**src/rtl/program_launcher_pkg.sv**
```systemverilog
// program_launcher_pkg: status encodings, program codes and request priority encoder
package program_launcher_pkg;
   typedef enum logic [1:0] {
      ST_IDLE = 2'd0,
      ST_LOAD = 2'd1,
      ST_RUN  = 2'd2,
      ST_DONE = 2'd3
   } state_t;
   localparam logic [2:0] PROG_NONE = 3'd0;
   localparam logic [2:0] PROG_FIB  = 3'd1;
   localparam logic [2:0] PROG_SORT = 3'd2;
   localparam logic [2:0] PROG_LOAD = 3'd3;
   localparam logic [2:0] PROG_SAVE = 3'd4;
   function automatic logic [2:0] prog_code(input logic [3:0] req);
      return req[0] ? PROG_FIB : req[1] ? PROG_SORT : req[2] ? PROG_LOAD : req[3] ? PROG_SAVE : PROG_NONE;
   endfunction
endpackage

```
**src/rtl/program_launcher_rise.sv**
```systemverilog
// rise_detect: one-cycle pulse on a 0->1 level change; ports clock, reset (active-low), level in, pulse out
module rise_detect (
   input  logic clock,
   input  logic reset,
   input  logic level,
   output logic pulse
);
   logic prev;
   always_ff @(posedge clock) prev <= !reset ? 1'b1 : level;
   always_comb pulse = level & ~prev;
endmodule

```
**src/rtl/program_launcher.sv**
```systemverilog
// program_launcher: buttons -> one-shot launch holding cpu_reset/program_selector, RUN/DONE status, run cycle count; ports clock, reset (active-low), *_act/halted in, cpu_reset/program_selector/status/run_cycles out
module program_launcher
   import program_launcher_pkg::*;
#(
   parameter int SEL_W       = 32,
   parameter int HOLD_CYCLES = 16,
   parameter int CNT_W       = 32
) (
   input  logic             clock,
   input  logic             reset,
   input  logic             fib_act,
   input  logic             sort_act,
   input  logic             load_act,
   input  logic             save_act,
   input  logic             halted,
   output logic             cpu_reset,
   output logic [SEL_W-1:0] program_selector,
   output logic [1:0]       status,
   output logic [CNT_W-1:0] run_cycles
);
   logic [3:0]       lvl;
   logic [3:0]       req;
   logic             any_req;
   logic             enter;
   state_t           state;
   state_t           nxt;
   logic [2:0]       code;
   logic [7:0]       hold;
   logic [CNT_W-1:0] cnt;
   always_comb lvl = {save_act, load_act, sort_act, fib_act};
   for (genvar i = 0; i < 4; i++) begin : g_rd
      rise_detect u_rd (.clock(clock), .reset(reset), .level(lvl[i]), .pulse(req[i]));
   end
   always_comb any_req = |req;
   always_ff @(posedge clock) state <= !reset ? ST_IDLE : nxt;
   // LOAD ignores requests; elsewhere a request beats halted
   always_comb begin
      nxt = state;
      nxt = state == ST_LOAD ? (hold == 8'd0 ? ST_RUN : ST_LOAD) :
            any_req ? ST_LOAD :
            (state == ST_RUN && halted) ? ST_DONE : state;
   end
   always_comb enter = state != ST_LOAD && nxt == ST_LOAD;
   // count only cycles that stay in RUN, so the value seen when halted is frozen in DONE
   always_ff @(posedge clock)
      if (!reset) begin
         hold <= 8'd0;
         code <= PROG_NONE;
         cnt  <= '0;
      end else begin
         hold <= enter ? 8'(HOLD_CYCLES - 1) : (state == ST_LOAD && hold != 8'd0) ? hold - 8'd1 : hold;
         code <= enter ? prog_code(req) : code;
         cnt  <= enter ? '0 : (state == ST_RUN && nxt == ST_RUN && ~&cnt) ? cnt + CNT_W'(1) : cnt;
      end
   always_comb begin
      cpu_reset        = state == ST_IDLE || state == ST_LOAD;
      program_selector = state == ST_LOAD ? SEL_W'(code) : '0;
      status           = state;
      run_cycles       = cnt;
   end
endmodule
```
**config.mk**
```make
export PLATFORM = sky130hd
export DESIGN_NAME = program_launcher
export DESIGN_NICKNAME = d
export VERILOG_FILES = /design/src/rtl/program_launcher_pkg.sv /design/src/rtl/program_launcher_rise.sv /design/src/rtl/program_launcher.sv
export SDC_FILE = /design/constraint.sdc
export NUM_CORES = 1
export LEC_CHECK = 0
export CAP_MARGIN = 20
export CORE_MARGIN = 1
export CORE_UTILIZATION = 50
export DETAILED_ROUTE_END_ITERATION = 8
export DONT_BUFFER_PORTS = 1
export PLACE_DENSITY = 0.69
export SETUP_SLACK_MARGIN = 0.2
export SLEW_MARGIN = 20
export SYNTH_ARGS = -nofsm -noshare
export SYNTH_HDL_FRONTEND = slang
export SYNTH_SLANG_ARGS = --single-unit
export TNS_END_PERCENT = 5
```
**constraint.sdc**
```tcl
create_clock -name clock -period 4.8 [get_ports clock]
set_input_delay 0.24 -clock clock [delete_from_list [all_inputs] [get_ports clock]]
set_output_delay 0.24 -clock clock [all_outputs]
set_load 0.02 [all_outputs]
```
==> results of run 1 <==
-- flip-flops by register name, indices dropped and copies added (netlist names) --
name,count
code,3
g_rd.u_rd.prev,4
hold,8
run_cycles,32
status,2
-- final cells by class --
type | instances | area share (%)
Clock buffer | 6 | 2.652
Clock inverter | 2 | 0.3658
Inverter | 8 | 1.097
Multi-Input combinational cell | 256 | 56.20
Sequential cell | 49 | 35.85
Tap cell | 70 | 3.201
Timing Repair Buffer | 2 | 0.6401
-- how the worst max path moves through the flow --
stage / end / from / cells after the start
6_report: run_cycles[23] / run_cycles[0] / 6
3_5_place_dp: run_cycles[23] / run_cycles[0] / 6
2_1_floorplan: run_cycles[20] / run_cycles[0] / 7
3_3_place_gp: run_cycles[27] / run_cycles[0] / 6
5_1_grt: run_cycles[23] / run_cycles[0] / 6
4_1_cts: run_cycles[23] / run_cycles[0] / 6
-- layout by cell type, fill, tap and decap left out, types with 5 or more instances in the layout --
master	netlist	layout
and2_1	6	6
nand2_1	19	19
xor2_1	5	5
a21oi_1	34	34
or4_1	20	20
conb_1	1	29
inv_1	7	7
nor2_1	23	23
clkbuf_8	0	5
or3_1	10	10
dfxtp_1	49	49
nand2b_1	8	8
o21ai_0	10	10
o31ai_1	20	20
nand4_1	11	11
nand3_1	18	18
-- report_power, final --
part,internal (mW),switching (mW),leakage (nW)
clock network,0.101,0.133,0.0450
logic,0.0395,0.0847,0.444
registers,0.423,0.0188,0.398
total,0.563,0.236,0.886
-- routing by layer --
layer / track usage (%) / share of wire, % / up-vias
li1: - / - / 1146
met1: 24.66 / 47 / 1057
met2: 30.99 / 47 / 53
met3: 5.030 / 5.1 / 7
met4: 6.346 / 1.2 / 0
met5: 0 / 0 / -
-- cells by family after synthesis --
group,after synthesis
AO/OA/AOI/OAI,77
XOR/XNOR,8
adder cells (fa/ha/maj),3
buffers and inverters,51
flip-flops,49
multiplexers,1
other,1
AND/OR/NAND/NOR,138
==> impl_metrics.tcl, run 1 <==
set metrics [dict create \
    whs_endpoint "g_rd[3].u_rd.prev" \
    ys_ff_latch 49 \
    hp-class "input port to register" \
    path_class "register to register" \
    cap_violations 0 \
    final_nets 332 \
    synthArstFlopShare_pct 0 \
    arrival_ns 2.76 \
    setup_violations 0 \
    ioPinCount 74 \
    cp_slowest_cell "o311ai_2" \
    cp_top_family "compound AO/OA/AOI/OAI gates" \
    vdd_drop_max_uv 173.4 \
    synth.area.top_cells "dfxtp_1, buf_4, a21oi_1, o31ai_1, or4_1" \
    cts_tree "yes" \
    fin_ws_ns 2.226 \
    critPathBufInv 0 \
    rsz0062_at_grt "no" \
    drcViolationCount 0 \
    start_util_pct 52.96 \
    fin_area_um2 2736 \
    hold_slack_ns 0.009118 \
    grt-ovfl-total 0 \
    grt_max_degree 38 \
    cts.sinks 49 \
    numCtsBuffers 5 \
    total_power_mw 0.7999 \
    clock_latency_ns 0.30 \
    critPathMaxFanout 16 \
    ff2ff_setup_slack_ns 2.23 \
    cts_resized 0 \
    wirelength_um 5479 \
    finClkSkew_ns 0.01021 \
    drive_gt1_share_pct 7.121 \
    grt_pass1_vias 1915 \
    timing.rr.end "run_cycles[23]" \
    num-fill-cells 519 \
    drv_slew 0 \
    placementRows 26 \
    synth_enable_flop_cells 0 \
    reg2reg_depth 6 \
    hold_start "reset" \
    dieHeight_um 76.25 \
    fin_crit_sh_pct 53.63 \
    core-area_um2 5205 \
    dp_hpwl_um 3805 \
    drtIter0Drc 156 \
    tns_ns 0 \
    synth_most_common_cell "dfxtp_1" \
    post-route-min-period_ns 2.574 \
    layout.cells.non_filler 393 \
    synth_fa_ha_area_share_pct 1.362 \
    antennaDiodeCount 0 \
    synthMuxAreaShare_pct 0.3631 \
    final_core_util_pct 52.57 \
    synth_xor_xnor_area_share_pct 2.542 \
    synth_top_cell_by_area "dfxtp_1" \
    first_pass_iters 4 \
    crit_path_end_kind "register" \
    port_buffers 0 \
    via_per_inst 5.758 \
    cpPeakStageDelay_ns 0.85 \
    syn_avg_cell_area_um2 8.404 \
    syn-cell-area_um2 2756 \
    synth-main-ff-cell "dfxtp_1" \
    antenna_found_initial 0 \
    yosys_warnings 0 \
    syn2layout_area_growth_pct -0.7265 \
    gp_congestion 0.7529 \
    path_cells "ha_1, nand4_2, or2_1, o311ai_2, or4_1, a21oi_1" \
    placed_area_um2 2644 \
    clkTransAtPathRegs_ns 0.09 \
    p_leak_nw 0.8864 \
    die_width_um 76.25 \
    wire_per_inst_um 13.94 \
    final-seq-area_um2 980.9 \
    synthTopCellsByCount "dfxtp_1, a21oi_1, buf_4" \
    grt_pass1_wl_um 9142 \
    critPathRequiredTime_ns 4.98 \
    p_per_area_nw_per_um2 292.3 \
    multi_input_area_um2 1538 \
    syn_inst 328 \
    worstReg2RegStart "run_cycles[0]" \
    max_slew.worst_pin.slew_ns 0.9695 \
    design.die.area_um2 5814 \
    fmax_mhz 388.4 \
    cts_setup_buffers 0 \
    outcome "complete, no violations" \
    clock_path_buffers 2 \
    dp_cells 384 \
    synth_top_family_by_area "simple AND/OR/NAND/NOR gates" \
    synth_compound_area_share_pct 17.66 \
    yosys.area.top_type_share_pct 35.59 \
    vias 2263 \
    clockRootBuffer "clkbuf_8" \
    pre_cts_ws_ns 2.276 \
    hold_viol 0 \
    yosys.area_share.simple_pct 29.91 \
    synth_cell_types 46 \
    synth_seq_area_share_pct 35.59 \
    antenna_left 0 \
    startpoint_type "register" \
    whs_path_depth 1 \
    grtUsageTotal_pct 19.15 \
    h-tree-depth 2 \
    ctsHoldBuffers 0 \
    slew_headroom_pct 35.26 \
]
Power figures use the tool's default switching activity.
==> inputs of run 2 (changes only) <==
--- a/config.mk
+++ b/config.mk
@@ -10,7 +10,7 @@
 export CORE_UTILIZATION = 50
 export DETAILED_ROUTE_END_ITERATION = 8
 export DONT_BUFFER_PORTS = 1
-export PLACE_DENSITY = 0.69
+export PLACE_DENSITY = 0.72
 export SETUP_SLACK_MARGIN = 0.2
 export SLEW_MARGIN = 20
 export SYNTH_ARGS = -nofsm -noshare
==> constraint.sdc (replaced) <==
create_clock -name clock -period 2.25 [get_ports clock]
set_input_delay 0.1125 -clock clock [delete_from_list [all_inputs] [get_ports clock]]
set_output_delay 0.1125 -clock clock [all_outputs]
set_load 0.02 [all_outputs]
==> run 2 against run 1 <==
Compared with the run above: maximum frequency grew 29%; clock power increased to 2.9 times the previous value; critical endpoint is now run_cycles[29]; non-clock buffer count up 26; sequential cell count unchanged; first-iteration DRC count shrank 3.2%; critical path depth is the same; cell area grew 9.9%; combinational power rose by 140%; core utilization is 5.2 points higher; via count up 6.9%.
==> impl_metrics.tcl, run 2 (same netlist as run 1, synthesis figures left out) <==
set metrics [dict create \
    drive_gt1_share_pct 15.76 \
    outcome "complete, no violations" \
    port_buffers 0 \
    first_pass_iters 4 \
    seqPwrFrac_pct 49.0 \
    critPathMaxFanout 16 \
    final_common_cell "dfxtp_1" \
    clkTransAtPathRegs_ns 0.10 \
    antenna_left 0 \
    swShare_pct 28.46 \
    cts.sinks 49 \
    critPathRequiredTime_ns 2.43 \
    start_util_pct 52.96 \
    cts_tree "yes" \
    final_nets 358 \
    path_class "register to register" \
    dieHeight_um 76.25 \
    grt-ovfl-total 0 \
    design.die.area_um2 5814 \
    grt_max_degree 38 \
    antennaDiodeCount 0 \
    antenna_found_initial 0 \
    max_slew.worst_pin.slew_ns 0.6121 \
    ff2ff_setup_slack_ns 0.26 \
    cts_setup_buffers 0 \
    hold_start "reset" \
    worstReg2RegStart "run_cycles[20]" \
    numCtsBuffers 5 \
    vdd_drop_max_uv 323.7 \
    grt_pass1_wl_um 10120 \
    post-route-min-period_ns 1.992 \
    intPower_mw 1.363 \
    syn2layout_area_growth_pct 9.124 \
    final_core_util_pct 57.79 \
    gp_congestion 0.7939 \
    hold_viol 0 \
    grtUsageTotal_pct 21.22 \
    cap_violations 0 \
    p_sw_mw 0.5423 \
    drcViolationCount 0 \
    placementRows 26 \
    slew_headroom_pct 59.19 \
    grt_pass1_vias 2123 \
    core-area_um2 5205 \
    finClkSkew_ns 0.01024 \
    crit_path_end_kind "register" \
    p_comb_share_pct 15.5 \
    clock_path_buffers 2 \
    p_per_area_nw_per_um2 633.5 \
    die_width_um 76.25 \
    power_frac_clock_pct 35.4 \
    whs_endpoint "code[1]" \
    setup_violations 0 \
    clockRootBuffer "clkbuf_8" \
    num-fill-cells 490 \
    startpoint_type "register" \
    dp_hpwl_um 4038 \
    p_leak_nw 1.035 \
    via_per_inst 5.773 \
    wire_per_inst_um 14.61 \
    timing.rr.end "run_cycles[29]" \
    drtIter0Drc 151 \
    mostFrequentLayoutCells "dfxtp_1, a21oi_1, conb_1" \
    fmax_mhz 502.0 \
    reg2reg_depth 6 \
    h-tree-depth 2 \
    largest_register_ffs 32 \
    fin_crit_sh_pct 88.54 \
    arrival_ns 2.17 \
    whs_path_depth 2 \
    vias 2419 \
    drv_slew 0 \
    ioPinCount 74 \
    tns_ns 0 \
    rsz0062_at_grt "yes" \
    clock_latency_ns 0.31 \
    hp-class "input port to register" \
    wirelength_um 6120 \
]
## run 2: final cells by class
type	instances	area [um2]	area share, %
inverter	8	30.03	0.9983
tap	70	87.58	2.912
multi-input combinational	256	1555	51.71
sequential	49	992.2	32.99
clock buffer	6	82.58	2.745
clock inverter	2	37.54	1.248
timing repair buffer	28	222.7	7.404
## run 2: worst max-delay path, cell delays in order, from the launching register on
cell,delay [ns]
dfxtp_1,0.50
and3_1,0.37
nand4_1,0.23
o311ai_2,0.32
buf_4,0.25
or4_1,0.14
a21oi_1,0.06
## run 2: how the worst max path moves through the flow
stage | slack, ns | cells past startpoint | from | endpoint
after global routing | 0.13 | 6 | run_cycles[20] | run_cycles[21]
after global placement | 0.31 | 6 | run_cycles[0] | run_cycles[26]
after floorplan | 0.25 | 7 | run_cycles[0] | run_cycles[22]
final | 0.26 | 6 | run_cycles[20] | run_cycles[29]
after detailed placement | 0.23 | 6 | run_cycles[0] | run_cycles[30]
after CTS | 0.18 | 6 | run_cycles[0] | run_cycles[30]
## run 2: stage by stage
| step | std cells | instance area (um2) | setup slack, ns | hold slack, ns | power [mW] |
|---|---|---|---|---|---|
| 5_1_grt | 419 | 3008 | 0.1256 | 0.03786 | 1.988 |
| 4_1_cts | 419 | 2982 | 0.1848 | 0.005036 | 1.906 |
| 6_report | 419 | 3008 | 0.2578 | 0.01861 | 1.906 |
| 3_5_place_dp | 406 | 2811 | 0.2286 | 0.1899 | 1.238 |
| 3_3_place_gp | 406 | 2811 | 0.3098 | 0.1894 | 1.234 |
| 2_1_floorplan | 356 | 2864 | 0.2548 | 0.2140 | 1.232 |
## run 2: timing repair
item / in CTS / in global routing
endpoints found under the setup margin: 1 / 23
gates resized for setup: 0 / 9
hold buffers: 5 / 0
endpoints found under the hold margin: 8 / 0
pin swaps: 0 / 2
## run 2: power groups by stage
| stage | logic [mW] | clock network (mW) | registers [mW] |
|---|---|---|---|
| 6_report | 0.296 | 0.675 | 0.935 |
| 5_1_grt | 0.331 | 0.717 | 0.940 |
| 4_1_cts | 0.293 | 0.677 | 0.936 |
| 3_5_place_dp | 0.282 | 0 | 0.956 |
| 3_3_place_gp | 0.279 | 0 | 0.955 |
| 2_1_floorplan | 0.277 | 0 | 0.954 |
## run 2: layer usage
metal | GRT usage (%) | wire length [um] | up-vias
met5 | 0 | 0 | -
met4 | 8.077 | 104 | 0
met3 | 6.587 | 369 | 12
met2 | 33.51 | 2890 | 68
met1 | 26.99 | 2755 | 1150
li1 | - | - | 1189
